--- src/rtl/signed_minmax_tracker.sv ---
// Streaming running max/min tracker with per-frame result handshake.
// Each accepted sample is compared against the frame's running extremes
// in signed or unsigned order. The frame's order is fixed by signed_mode
// on its first sample. A frame closes on in_last or at FRAME_LEN samples.
// Its max/min, their positions and the sample count are then held on the
// output side until the consumer takes them.
module signed_minmax_tracker #(
    parameter  int WIDTH     = 8,
    parameter  int FRAME_LEN = 16,
    localparam int CW        = $clog2(FRAME_LEN + 1)
) (
    input  logic             sys_clk,
    input  logic             sys_rst,
    input  logic             signed_mode,
    input  logic             in_valid,
    output logic             in_ready,
    input  logic [WIDTH-1:0] in_data,
    input  logic             in_last,
    output logic             out_valid,
    input  logic             out_ready,
    output logic [WIDTH-1:0] out_max,
    output logic [WIDTH-1:0] out_min,
    output logic [CW-1:0]    out_max_idx,
    output logic [CW-1:0]    out_min_idx,
    output logic [CW-1:0]    out_cnt
);

    // IDLE: no partial frame; ACC: frame in progress; HOLD: result pending.
    typedef enum logic [1:0] {
        ST_IDLE = 2'd0,
        ST_ACC  = 2'd1,
        ST_HOLD = 2'd2
    } state_e;

    localparam logic [CW-1:0] FRAME_LEN_C = CW'(FRAME_LEN);

    // Maps a sample onto an unsigned key so one magnitude comparator serves
    // both modes: flipping the sign bit turns two's-complement order into
    // plain unsigned order.
    function automatic logic [WIDTH-1:0] cmp_key(input logic [WIDTH-1:0] v,
                                                 input logic             mode);
        return mode ? {~v[WIDTH-1], v[WIDTH-2:0]} : v;
    endfunction

    // State and frame accumulator
    state_e           state_q,      state_d;
    logic             frame_mode_q, frame_mode_d;
    logic [WIDTH-1:0] run_max_q,    run_max_d;
    logic [WIDTH-1:0] run_min_q,    run_min_d;
    logic [CW-1:0]    max_idx_q,    max_idx_d;
    logic [CW-1:0]    min_idx_q,    min_idx_d;
    logic [CW-1:0]    cnt_q,        cnt_d;

    // Result registers
    logic [WIDTH-1:0] res_max_q,    res_max_d;
    logic [WIDTH-1:0] res_min_q,    res_min_d;
    logic [CW-1:0]    res_max_idx_q, res_max_idx_d;
    logic [CW-1:0]    res_min_idx_q, res_min_idx_d;
    logic [CW-1:0]    res_cnt_q,    res_cnt_d;

    // Merged view of the frame including the sample currently offered
    logic             accept;
    logic             first;
    logic             mode_eff;
    logic             is_gt;
    logic             is_lt;
    logic             frame_end;
    logic [WIDTH-1:0] mrg_max;
    logic [WIDTH-1:0] mrg_min;
    logic [CW-1:0]    mrg_max_idx;
    logic [CW-1:0]    mrg_min_idx;
    logic [CW-1:0]    mrg_cnt;

    assign out_valid   = (state_q == ST_HOLD);
    assign in_ready    = !out_valid || out_ready;
    assign accept      = in_valid && in_ready;

    assign out_max     = res_max_q;
    assign out_min     = res_min_q;
    assign out_max_idx = res_max_idx_q;
    assign out_min_idx = res_min_idx_q;
    assign out_cnt     = res_cnt_q;

    // Merge the offered sample into the running extremes. A sample arriving
    // outside ACC starts a fresh frame, including one accepted on the same
    // edge that the previous result is taken.
    always_comb begin
        first    = (state_q != ST_ACC);
        mode_eff = first ? signed_mode : frame_mode_q;
        // Strict compares keep the earliest position on ties.
        is_gt    = cmp_key(in_data, mode_eff) > cmp_key(run_max_q, mode_eff);
        is_lt    = cmp_key(in_data, mode_eff) < cmp_key(run_min_q, mode_eff);

        if (first) begin
            mrg_max     = in_data;
            mrg_min     = in_data;
            mrg_max_idx = '0;
            mrg_min_idx = '0;
            mrg_cnt     = CW'(1);
        end else begin
            mrg_max     = is_gt ? in_data : run_max_q;
            mrg_min     = is_lt ? in_data : run_min_q;
            mrg_max_idx = is_gt ? cnt_q   : max_idx_q;
            mrg_min_idx = is_lt ? cnt_q   : min_idx_q;
            mrg_cnt     = cnt_q + CW'(1);
        end

        frame_end = in_last || (mrg_cnt == FRAME_LEN_C);
    end

    // Next-state and register-load decisions for frame and result registers
    always_comb begin
        // NOTE: every _d takes its hold value first, so no path through this
        // block leaves a signal unassigned and no latch is inferred.
        state_d       = state_q;
        frame_mode_d  = frame_mode_q;
        run_max_d     = run_max_q;
        run_min_d     = run_min_q;
        max_idx_d     = max_idx_q;
        min_idx_d     = min_idx_q;
        cnt_d         = cnt_q;
        res_max_d     = res_max_q;
        res_min_d     = res_min_q;
        res_max_idx_d = res_max_idx_q;
        res_min_idx_d = res_min_idx_q;
        res_cnt_d     = res_cnt_q;

        // Result taken: release HOLD. A sample accepted on this same edge
        // overrides the IDLE choice below.
        if (state_q == ST_HOLD && out_ready) begin
            state_d = ST_IDLE;
        end

        if (accept) begin
            frame_mode_d = mode_eff;
            run_max_d    = mrg_max;
            run_min_d    = mrg_min;
            max_idx_d    = mrg_max_idx;
            min_idx_d    = mrg_min_idx;
            cnt_d        = mrg_cnt;

            if (frame_end) begin
                state_d       = ST_HOLD;
                res_max_d     = mrg_max;
                res_min_d     = mrg_min;
                res_max_idx_d = mrg_max_idx;
                res_min_idx_d = mrg_min_idx;
                res_cnt_d     = mrg_cnt;
            end else begin
                state_d = ST_ACC;
            end
        end
    end

    // Register update with synchronous reset that discards any partial frame
    // or pending result.
    always_ff @(posedge sys_clk) begin
        // NOTE: sequential state uses non-blocking assignments so every flop
        // samples the pre-edge values regardless of statement order.
        if (sys_rst) begin
            state_q       <= ST_IDLE;
            frame_mode_q  <= 1'b0;
            run_max_q     <= '0;
            run_min_q     <= '0;
            max_idx_q     <= '0;
            min_idx_q     <= '0;
            cnt_q         <= '0;
            res_max_q     <= '0;
            res_min_q     <= '0;
            res_max_idx_q <= '0;
            res_min_idx_q <= '0;
            res_cnt_q     <= '0;
        end else begin
            state_q       <= state_d;
            frame_mode_q  <= frame_mode_d;
            run_max_q     <= run_max_d;
            run_min_q     <= run_min_d;
            max_idx_q     <= max_idx_d;
            min_idx_q     <= min_idx_d;
            cnt_q         <= cnt_d;
            res_max_q     <= res_max_d;
            res_min_q     <= res_min_d;
            res_max_idx_q <= res_max_idx_d;
            res_min_idx_q <= res_min_idx_d;
            res_cnt_q     <= res_cnt_d;
        end
    end

endmodule

--- config.mk ---
export PLATFORM = sky130hd
export DESIGN_NAME = signed_minmax_tracker
export DESIGN_NICKNAME = d
export VERILOG_FILES = /design/src/rtl/signed_minmax_tracker.sv
export SDC_FILE = /design/constraint.sdc
export NUM_CORES = 1
export LEC_CHECK = 0
export BUFFER_PORTS_ARGS = -buffer_cell sky130_fd_sc_hd__buf_2
export CORE_UTILIZATION = 52
export CTS_CLUSTER_SIZE = 25
export DETAILED_ROUTE_END_ITERATION = 10
export PLACE_DENSITY = 0.73
export SLEW_MARGIN = 0
export SYNTH_ARGS = -nofsm -noshare
export SYNTH_HDL_FRONTEND = slang
export SYNTH_SLANG_ARGS = --single-unit
--- constraint.sdc ---
create_clock -name sys_clk -period 2.72 [get_ports sys_clk]
set_input_delay 0.544 -clock sys_clk [delete_from_list [all_inputs] [get_ports sys_clk]]
set_output_delay 0.544 -clock sys_clk [all_outputs]
set_load 0.05 [all_outputs]
==> qor.txt, run 1 <==
number of H-tree levels - 3
number of synthesized flops with an enable pin - 0
area fraction in compound gates after synthesis - 20.5%
cell at the root of the clock tree - sky130_fd_sc_hd__clkbuf_8
area of the die - 7030 um2
Critical Setup Path Class - register to register
Clock Sinks - 65
# diodes - 0
Final HPWL DP - 5910 um
Remaining DRCs - 6
run status - finished, violations left
routed wirelength normalized by instance count - 15.9 um
critical path data arrival time - 2.76 ns
number of antenna violations at the first check in global routing - 0
worst reg-to-reg setup slack - 0.21 ns
setup TNS - 0 ns
hold depth - 2
xor-xnor portion of the synthesized cell area - 0.503%
placed standard-cell area - 3800 um2
combined area of all synthesized cells - 3480 um2
mean cell area of the mapped netlist - 8.58 um2
Die X-Extent - 83.8 um
register area - 1300 um2
area overhead of the layout relative to synthesis - 14.6%
Post-DRT Antenna Nets - 0
number of endpoints failing setup at the final stage - 0
Setup WS post-layout - 0.212 ns
maximum count of clock buffers along a single path - 2
Critical Path Start Type - register
Routed WL - 8460 um
number of gates given a new drive strength after cts - 0
Leak Pwr - 1.61 nW
type of the tightest min-delay check - input port to register
placement-stage worst setup slack - -0.108 ns
Die Span Y - 83.8 um
leading cell types in the layout, fill and taps excluded - 65 x sky130_fd_sc_hd__dfxtp_1, 46 x sky130_fd_sc_hd__buf_2, 41 x sky130_fd_sc_hd__nand2_1, 36 x sky130_fd_sc_hd__nor2_1, 30 x sky130_fd_sc_hd__a21oi_1
combinational family with the most area after synthesis - simple AND/OR/NAND/NOR gates
peak ir drop on the vdd network - 0.381 mV
Top FF cell, synth - sky130_fd_sc_hd__dfxtp_1
Vias - 3156
fmax - 399 MHz
hold_buf cts - 0
post-synthesis net count - 434
most common cell after layout, fill and taps aside - sky130_fd_sc_hd__dfxtp_1
final instance area - 3990 um2
gr busiest metal - met1
number of cells in the finished layout apart from fillers - 533
final period demand of the worst path - 2.51 ns
Worst Hold Slack - 0.428 ns
register bit total from synthesis - 65
number of warning messages in the yosys log - 0
Slew @ Worst Pin - 0.881 ns
share of flip-flops with an asynchronous set or reset - 0%
number of input and output port buffers inserted - 46
weighted congestion at the end of routability-driven global placement - 0.861
critical path endpoint category - register
first-pass iteration count of the detailed router - 9
biggest fanout along the worst timing path - 16
count of distinct cell types in the synthesized netlist - 52
via density per instance - 5.92
capture instance of the worst register-to-register path - out_min[4]
Power Dens Cells - 583 nW/um2
fraction of final layout cells with drive strength greater than 1 - 22.1%
cell total after placement - 517
final number of hold-violating endpoints - 0
count of buffers added by post-CTS timing repair for setup - 0
required time of the worst setup path - 2.97 ns
unrepaired setup endpoints after global routing - false
remaining global-route overflow - 0
adder-cell share of the synthesized area - 5.03%
total routing resource utilization after global routing - 25.0%
GR Layer Usage met1 - 36.7%
met3 Track Usage GR - 4.45%
depth of the most critical reg-to-reg path - 8
Max-slew headroom - 40.9%
starting density of the core - 54.2%
final worst-path cycle share - 92.2%
Detailed Route Iter0 Violations - 264
fraction of synthesized area in multiplexers - 5.60%
number of nets in the final layout - 479
Post-Synth Simple-Gate Area - 24.6%
number of rows in the core area - 29
violated checks - design-rule violations
post-synthesis sequential area ratio - 37.4%
hold path start - in_last
I/O pin cnt - 47
Layout fillers - 548
number of instances in the synthesized netlist - 406
CTS tree - done
Num CTS Buffers - 9
global-route wire length before repair - 13800 um
core area - 6420 um2
CTS clk-pin slew, worst paths - 0.07 ns
total area of multi-input combinational cells - 1960 um2
worst flop-to-flop path startpoint - run_min_q[5]
endpoint of the worst hold-timing path - out_cnt[4]
Final Skew - 0.00876 ns
pin count of the biggest net entering global routing - 46
count of maximum capacitance violations - 0
vias in the first global route - 2737
clock insertion delay at the later pin of the skew report - 0.34 ns
met2 track utilization from global routing - 36.7%
Max Transition Viols Final - 0
through the flow:
step	total power (W)	util (%)
2_1_floorplan	0.00141	-
3_3_place_gp	0.00153	59.2
3_5_place_dp	0.00154	59.2
4_1_cts	0.00234	62.2
5_1_grt	0.00244	62.2
6_report	0.00233	62.2
critical path, stage by stage, from the launching register on:
cell and delay (ns):
sky130_fd_sc_hd__dfxtp_1 0.33, sky130_fd_sc_hd__inv_1 0.06, sky130_fd_sc_hd__ha_1 0.30, sky130_fd_sc_hd__a2111oi_0 0.43, sky130_fd_sc_hd__a311oi_1 0.10, sky130_fd_sc_hd__a31oi_1 0.27
sky130_fd_sc_hd__o21ai_1 0.38, sky130_fd_sc_hd__and4_1 0.35, sky130_fd_sc_hd__nor4_2 0.21
cell families after synthesis:
family,after synthesis
adders and majority gates,14
muxes,19
AOI/OAI and AO/OA,106
xor gates and xnor gates,2
DFF,65
buffers and inverters,46
and+or+nand+nor,154
power breakdown:
part	switching [W]	internal, W	total [W]
sequential	0.0000354	0.000996	0.00103
clock	0.000357	0.000447	0.000804
combinational	0.000324	0.000169	0.000493
total	0.000716	0.00161	0.00233
final cells by class:
cell class / count / share of cell area (%)
Clock inverter: 3 / 1.00
Multi-Input combinational cell: 295 / 49.1
Inverter: 17 / 1.60
Tap cell: 77 / 2.41
Sequential cell: 65 / 32.6
Clock buffer: 13 / 3.73
Timing Repair Buffer: 63 / 9.59
cells in the mapped netlist, types with 5 or more instances:
cell | instances | area (um2)
sky130_fd_sc_hd__a211oi_1 | 9 | 67.6
sky130_fd_sc_hd__a21oi_1 | 30 | 150
sky130_fd_sc_hd__a311oi_1 | 8 | 70.1
sky130_fd_sc_hd__and2_1 | 5 | 31.3
sky130_fd_sc_hd__and4_1 | 6 | 52.6
sky130_fd_sc_hd__buf_2 | 10 | 50.1
sky130_fd_sc_hd__clkbuf_1 | 13 | 48.8
sky130_fd_sc_hd__dfxtp_1 | 65 | 1300
sky130_fd_sc_hd__ha_1 | 14 | 175
sky130_fd_sc_hd__inv_1 | 17 | 63.8
sky130_fd_sc_hd__mux2i_1 | 18 | 180
sky130_fd_sc_hd__nand2_1 | 41 | 154
sky130_fd_sc_hd__nand3_1 | 17 | 85.1
sky130_fd_sc_hd__nand4_1 | 11 | 68.8
sky130_fd_sc_hd__nor2_1 | 36 | 135
sky130_fd_sc_hd__nor4_2 | 8 | 100
sky130_fd_sc_hd__o211ai_1 | 14 | 105
sky130_fd_sc_hd__o21ai_0 | 18 | 90.1
sky130_fd_sc_hd__o21ai_1 | 6 | 30.0
metal layers:
metal / vias up / routed length [um]
li1: 1555 / -
met3: 11 / 472
met4: 0 / 114
met1: 1487 / 4120
met5: - / 0
met2: 103 / 3750
how the worst max path moves through the flow:
stage | startpoint | depth (start not counted) | to | slack [ns]
after floorplan | out_ready | 7 | out_max[5] | 0.35
after global placement | in_data[5] | 8 | out_min[2] | 0.11
after detailed placement | in_data[5] | 8 | out_min[4] | -0.11
after CTS | run_min_q[5] | 8 | out_min[4] | 0.24
after global routing | run_min_q[5] | 8 | out_min[6] | 0.06
final | run_min_q[5] | 8 | out_min[4] | 0.21
sequential cells by signal, indices dropped and copies added (netlist names):
signal and cells:
run_max_q 8, state_q 2, out_min_idx 5, frame_mode_q 1, max_idx_q 5, out_max_idx 5, min_idx_q 5, out_max 8
out_cnt 5, cnt_q 5, out_min 8, run_min_q 8
No activity file was read; power rests on OpenSTA's default activity.
==> run 2, diff against run 1 <==
--- a/config.mk
+++ b/config.mk
@@ -6,10 +6,12 @@
 export NUM_CORES = 1
 export LEC_CHECK = 0
 export BUFFER_PORTS_ARGS = -buffer_cell sky130_fd_sc_hd__buf_2
-export CORE_UTILIZATION = 52
-export CTS_CLUSTER_SIZE = 25
+export CELL_PAD_IN_SITES_DETAIL_PLACEMENT = 1
+export CELL_PAD_IN_SITES_GLOBAL_PLACEMENT = 1
+export CORE_UTILIZATION = 43
+export CTS_CLUSTER_SIZE = 24
 export DETAILED_ROUTE_END_ITERATION = 10
-export PLACE_DENSITY = 0.73
+export PLACE_DENSITY_LB_ADDON = 0.1
 export SLEW_MARGIN = 0
 export SYNTH_ARGS = -nofsm -noshare
 export SYNTH_HDL_FRONTEND = slang
==> qor.txt, run 2 (synthesis results as in run 1) <==
run status - completed
final number of hold-violating endpoints - 0 (unchanged)
CTS clk-pin slew, worst paths - 0.08 ns (about the same)
Switch Pwr - 0.000766 W (+6.9%)
type of the tightest min-delay check - input port to register
Final HPWL DP - 6960 um (+18%)
biggest fanout along the worst timing path - 11 (-5)
Clock Sinks - 65 (unchanged)
Layout Utilization - 52.1% (-10 points)
remaining global-route overflow - 0 (unchanged)
Detailed Route Iter0 Violations - 117 (-56%)
Max Transition Viols Final - 0 (unchanged)
count of maximum capacitance violations - 0 (unchanged)
chain of cells forming the critical path - ha_1 -> nand3_1 -> mux2i_1 -> o41ai_4 -> nor2_1 -> nand2_1 -> o211ai_1
unrepaired setup endpoints after global routing - false
Die X-Extent - 92.0 um (+9.7%)
cell class contributing the biggest share of worst-path delay - simple AND/OR/NAND/NOR gates
most common cell after layout, fill and taps aside - sky130_fd_sc_hd__dfxtp_1
Vias - 3205 (+1.6%)
critical path data arrival time - 2.68 ns (-0.08 ns)
Power Dens Cells - 616 nW/um2 (+5.7%)
Die Span Y - 92.0 um (+9.7%)
logic depth of the worst setup path including buffers - 7 (-1)
worst setup path startpoint - cnt_q[1]
CP max stage cell - sky130_fd_sc_hd__nor2_1
routed wirelength normalized by instance count - 17.8 um (+12%)
fraction of power consumed by the clock network - 38.2% (+3.7 points)
I/O pin cnt - 47 (unchanged)
final worst-path cycle share - 88.6% (-3.6 points)
vias in the first global route - 3188 (+16%)
number of H-tree levels - 3 (unchanged)
internal power contribution - 0.00173 W (+7.1%)
peak ir drop on the vdd network - 0.256 mV (-33%)
critical path endpoint category - register
fmax - 415 MHz (+4.1%)
clock insertion delay at the later pin of the skew report - 0.35 ns (about the same)
Slew @ Worst Pin - 0.796 ns (-0.0854 ns)
Max-slew headroom - 46.8% (+5.9 points)
starting density of the core - 44.8% (-9.4 points)
required time of the worst setup path - 2.99 ns (+0.02 ns)
fraction of final layout cells with drive strength greater than 1 - 22.6% (+0.49 points)
Num CTS Buffers - 9 (unchanged)
number of endpoints failing setup at the final stage - 0 (unchanged)
Critical Path Start Type - register
# diodes - 0 (unchanged)
Final Skew - 0.0101 ns (+0.00131 ns)
Post-DRT Antenna Nets - 0 (unchanged)
count of buffers added by post-CTS timing repair for setup - 0 (unchanged)
sw frac - 30.7% (-0.043 points)
weighted congestion at the end of routability-driven global placement - 0.750 (-13%)
hold_buf cts - 0 (unchanged)
Leak Pwr - 1.62 nW (+0.58%)
setup TNS - 0 ns (unchanged)
cell at the root of the clock tree - sky130_fd_sc_hd__clkbuf_8
worst flop-to-flop path startpoint - cnt_q[1]
sequential power share - 41.5% (-2.8 points)
Critical Setup Path Class - register to register
CTS tree - done
Comb pwr share - 20.2% (-1.0 points)
number of antenna violations at the first check in global routing - 0 (unchanged)
via density per instance - 5.75 (-2.8%)
area of the die - 8460 um2 (+20%)
Remaining DRCs - 0 (-6)
global-route wire length before repair - 16300 um (+18%)
register area - 1300 um2 (unchanged)
first-pass iteration count of the detailed router - 4 (-5)
combined buffer and inverter count along the critical path - 0 (-1)
number of gates given a new drive strength after cts - 0 (unchanged)
capture instance of the worst register-to-register path - out_min_idx[1]
delay of the slowest critical-path stage - 0.62 ns (+0.19 ns)
depth of the most critical reg-to-reg path - 7 (-1)
maximum count of clock buffers along a single path - 2 (unchanged)
worst reg-to-reg setup slack - 0.31 ns (+0.10 ns)
core area - 7770 um2 (+21%)
number of nets in the final layout - 478 (-0.21%)
final period demand of the worst path - 2.41 ns (-0.0987 ns)
area overhead of the layout relative to synthesis - 16.1%
end of the critical path - out_min_idx[1]
number of rows in the core area - 32 (+10%)
pin count of the biggest net entering global routing - 34 (-26%)
Routed WL - 9910 um (+17%)
total area of multi-input combinational cells - 1960 um2 (unchanged)
Layout fillers - 955 (+74%)
leading cell types in the layout, fill and taps excluded - 65 x sky130_fd_sc_hd__dfxtp_1, 46 x sky130_fd_sc_hd__buf_2, 41 x sky130_fd_sc_hd__nand2_1, 36 x sky130_fd_sc_hd__nor2_1, 30 x sky130_fd_sc_hd__a21oi_1
hold depth - 2 (unchanged)
number of input and output port buffers inserted - 46 (unchanged)
total routing resource utilization after global routing - 24.8% (-0.22 points)
-- run 2: worst min-delay path by stage --
stage | end | startpoint
after floorplan | max_idx_q[1] | max_idx_q[1]
after global placement | out_max_idx[3] | out_max_idx[3]
after detailed placement | out_max_idx[2] | out_max_idx[2]
after CTS | out_cnt[4] | in_last
after global routing | out_cnt[4] | in_last
final | out_cnt[4] | in_last
-- run 2: worst register-to-register path: cells and delay by family (launching register included) --
kind / cells / cell delay, ns
AO/OA/AOI/OAI: 2 / 0.22
adder cells (fa/ha/maj): 1 / 0.30
flip-flops: 1 / 0.51
multiplexers: 1 / 0.45
AND/OR/NAND/NOR: 3 / 0.87
-- run 2: area by class of cell --
type                            instances  share of cell area (%)
Inverter                               17                    1.58
Multi-Input combinational cell        295                    48.5
Clock buffer                           11                    3.74
Clock inverter                          5                    1.92
Tap cell                              102                    3.16
Sequential cell                        65                    32.2
Timing Repair Buffer                   62                    8.97
-- run 2: per-layer routing --
| layer | track usage (%) | vias to the layer above | wire [um] |
|---|---|---|---|
| met2 | 39.1 | 53 | 4530 |
| li1 | - | 1556 | - |
| met4 | 7.55 | 0 | 123 |
| met3 | 3.90 | 15 | 346 |
| met1 | 34.9 | 1581 | 4910 |
| met5 | 0 | - | 0 |
-- run 2: stage by stage --
step	std cells	hold slack [ns]	setup slack [ns]	instance area [um2]	power (W)
after floorplan	406	0.432	0.346	3480	0.00141
after global placement	541	0.435	0.0953	3810	0.00154
after detailed placement	541	0.447	0.0775	3810	0.00155
after CTS	557	0.423	0.299	4040	0.00251
after global routing	557	0.422	0.102	4040	0.00261
final	557	0.438	0.311	4040	0.00249
-- run 2: power groups by stage --
stage | clock network, W | registers [W] | logic (W)
2_1_floorplan | 0 | 0.00111 | 0.000299
5_1_grt | 0.00102 | 0.00104 | 0.000550
3_5_place_dp | 0 | 0.00106 | 0.000498
6_report | 0.000953 | 0.00103 | 0.000504
3_3_place_gp | 0 | 0.00105 | 0.000486
4_1_cts | 0.000969 | 0.00103 | 0.000505
==> run 3, diff against run 2 <==
--- a/config.mk
+++ b/config.mk
@@ -6,12 +6,13 @@
 export NUM_CORES = 1
 export LEC_CHECK = 0
 export BUFFER_PORTS_ARGS = -buffer_cell sky130_fd_sc_hd__buf_2
+export CAP_MARGIN = 20
 export CELL_PAD_IN_SITES_DETAIL_PLACEMENT = 1
 export CELL_PAD_IN_SITES_GLOBAL_PLACEMENT = 1
-export CORE_UTILIZATION = 43
+export CORE_UTILIZATION = 47
 export CTS_CLUSTER_SIZE = 24
 export DETAILED_ROUTE_END_ITERATION = 10
-export PLACE_DENSITY_LB_ADDON = 0.1
+export PLACE_DENSITY = 0.93
 export SLEW_MARGIN = 0
 export SYNTH_ARGS = -nofsm -noshare
 export SYNTH_HDL_FRONTEND = slang
==> constraint.sdc (replaced) <==
create_clock -name sys_clk -period 2.8 [get_ports sys_clk]
set_input_delay 0.56 -clock sys_clk [delete_from_list [all_inputs] [get_ports sys_clk]]
set_output_delay 0.56 -clock sys_clk [all_outputs]
set_load 0.05 [all_outputs]
==> qor.txt, run 3 (synthesis results as in run 1) <==
run status - completed
CTS clk-pin slew, worst paths - 0.07 ns (about the same)
hold path start - out_max_idx[2]
Detailed Route Iter0 Violations - 285 (+140%)
number of H-tree levels - 3 (unchanged)
number of antenna violations at the first check in global routing - 0 (unchanged)
type of the tightest min-delay check - register to register
Layout fillers - 902 (-5.5%)
Routed WL - 11900 um (+20%)
Die X-Extent - 88.1 um (-4.3%)
area overhead of the layout relative to synthesis - 14.3%
endpoint of the worst hold-timing path - out_max_idx[2]
I/O pin cnt - 47 (unchanged)
Worst Hold Slack - 0.447 ns (+0.00849 ns)
hold_buf cts - 0 (unchanged)
routed wirelength normalized by instance count - 21.5 um (+21%)
hold depth - 2 (unchanged)
critical path data arrival time - 2.94 ns (+0.26 ns)
number of nets in the final layout - 475 (-0.63%)
worst reg-to-reg setup slack - 0.07 ns (-0.24 ns)
Critical Setup Path Class - register to register
vias in the first global route - 3482 (+9.2%)
placed standard-cell area - 3790 um2 (-0.69%)
total routing resource utilization after global routing - 31.5% (+6.7 points)
final worst-path cycle share - 97.4% (+8.8 points)
total power consumption of the routed design - 0.00233 W (-6.5%)
count of maximum capacitance violations - 0 (unchanged)
depth of the most critical reg-to-reg path - 8 (+1)
worst flop-to-flop path startpoint - run_min_q[5]
Final HPWL DP - 7190 um (+3.3%)
Num CTS Buffers - 9 (unchanged)
Slew @ Worst Pin - 0.916 ns (+0.120 ns)
starting density of the core - 48.3% (+3.4 points)
cell at the root of the clock tree - sky130_fd_sc_hd__clkbuf_8
weighted congestion at the end of routability-driven global placement - 0.873 (+16%)
Post-DRT Antenna Nets - 0 (unchanged)
register area - 1300 um2 (unchanged)
Vias - 3502 (+9.3%)
Max Transition Viols Final - 0 (unchanged)
biggest fanout along the worst timing path - 16 (+5)
pin count of the biggest net entering global routing - 34 (unchanged)
number of rows in the core area - 31 (-3.1%)
via density per instance - 6.36 (+10%)
peak ir drop on the vdd network - 0.221 mV (-14%)
total area of multi-input combinational cells - 1960 um2 (+0.19%)
number of endpoints failing setup at the final stage - 0 (unchanged)
final instance area - 3980 um2 (-1.5%)
CTS tree - done
Max-slew headroom - 38.7% (-8.1 points)
capture instance of the worst register-to-register path - out_min[4]
final period demand of the worst path - 2.73 ns (+0.317 ns)
Critical Path Start Type - register
number of input and output port buffers inserted - 46 (unchanged)
# diodes - 0 (unchanged)
clock insertion delay at the later pin of the skew report - 0.35 ns (about the same)
leading cell types in the layout, fill and taps excluded - 65 x sky130_fd_sc_hd__dfxtp_1, 46 x sky130_fd_sc_hd__buf_2, 41 x sky130_fd_sc_hd__nand2_1, 36 x sky130_fd_sc_hd__nor2_1, 30 x sky130_fd_sc_hd__a21oi_1
remaining global-route overflow - 0 (unchanged)
critical path endpoint category - register
final number of hold-violating endpoints - 0 (unchanged)
required time of the worst setup path - 3.02 ns (+0.03 ns)
area of the die - 7760 um2 (-8.3%)
fmax - 367 MHz (-12%)
first-pass iteration count of the detailed router - 5 (+1)
Remaining DRCs - 0 (unchanged)
Power Dens Cells - 585 nW/um2 (-5.0%)
Clock Sinks - 65 (unchanged)
fraction of final layout cells with drive strength greater than 1 - 21.7% (-0.96 points)
Leak Pwr - 1.58 nW (-1.9%)
Final Skew - 0.0103 ns (+0.000275 ns)
global-route wire length before repair - 18400 um (+13%)
maximum count of clock buffers along a single path - 2 (unchanged)
Die Span Y - 88.1 um (-4.3%)
core area - 7210 um2 (-7.1%)
most common cell after layout, fill and taps aside - sky130_fd_sc_hd__dfxtp_1
run 3: final cells by class:
cell class              instances  share of cell area, %
multi-input cells             295                   49.3
flip-flops and latches         65                   32.7
repair buffers                 59                   8.55
clock buffers                  13                   3.74
well taps                      99                   3.11
inverters                      17                   1.60
clock inverters                 3                   1.01
run 3: timing repair:
item / CTS / global route
setup endpoints to repair: 0 / 8
setup buffers: 0 / 0
gates resized for setup: 0 / 1
run 3: critical path, cell delays in order (launching register included):
cell,delay [ns]
sky130_fd_sc_hd__dfxtp_1,0.35
sky130_fd_sc_hd__inv_1,0.08
sky130_fd_sc_hd__ha_1,0.32
sky130_fd_sc_hd__a2111oi_0,0.55
sky130_fd_sc_hd__a311oi_1,0.12
sky130_fd_sc_hd__a31oi_1,0.32
sky130_fd_sc_hd__o21ai_2,0.29
sky130_fd_sc_hd__a211oi_1,0.48
sky130_fd_sc_hd__nor4_2,0.11
run 3: stage by stage:
stage                     instances  utilization (%)   TNS, ns  setup slack, ns
after CTS                       551             55.1         0          0.00208
after global routing            551             55.2  -0.00596         -0.00596
after detailed placement        535             52.5    -0.795           -0.167
final                           551             55.2         0           0.0737
after floorplan                 406                -         0            0.410
after global placement          535             52.5         0            0.167
run 3: where the power goes:
part,switching (W),internal [W]
clock,0.000367,0.000434
combinational,0.000360,0.000159
sequential,0.0000422,0.000967
total,0.000769,0.00156
run 3: worst max-delay path by stage:
| stage | start | end | slack (ns) |
|---|---|---|---|
| 2_1_floorplan | out_ready | out_max[5] | 0.41 |
| 5_1_grt | run_min_q[5] | out_min[4] | -0.006 |
| 3_5_place_dp | in_data[5] | out_min[3] | -0.17 |
| 6_report | run_min_q[5] | out_min[4] | 0.07 |
| 4_1_cts | run_min_q[5] | out_min[4] | 0.002 |
| 3_3_place_gp | in_data[5] | out_min[2] | 0.17 |
run 3: routing by layer:
metal	vias up	global-route usage [%]	part of all wire [%]
met5	-	0	0
met4	0	16.7	4.0
met3	56	6.41	6.4
met2	173	51.5	49
met1	1718	39.1	41
li1	1555	-	-
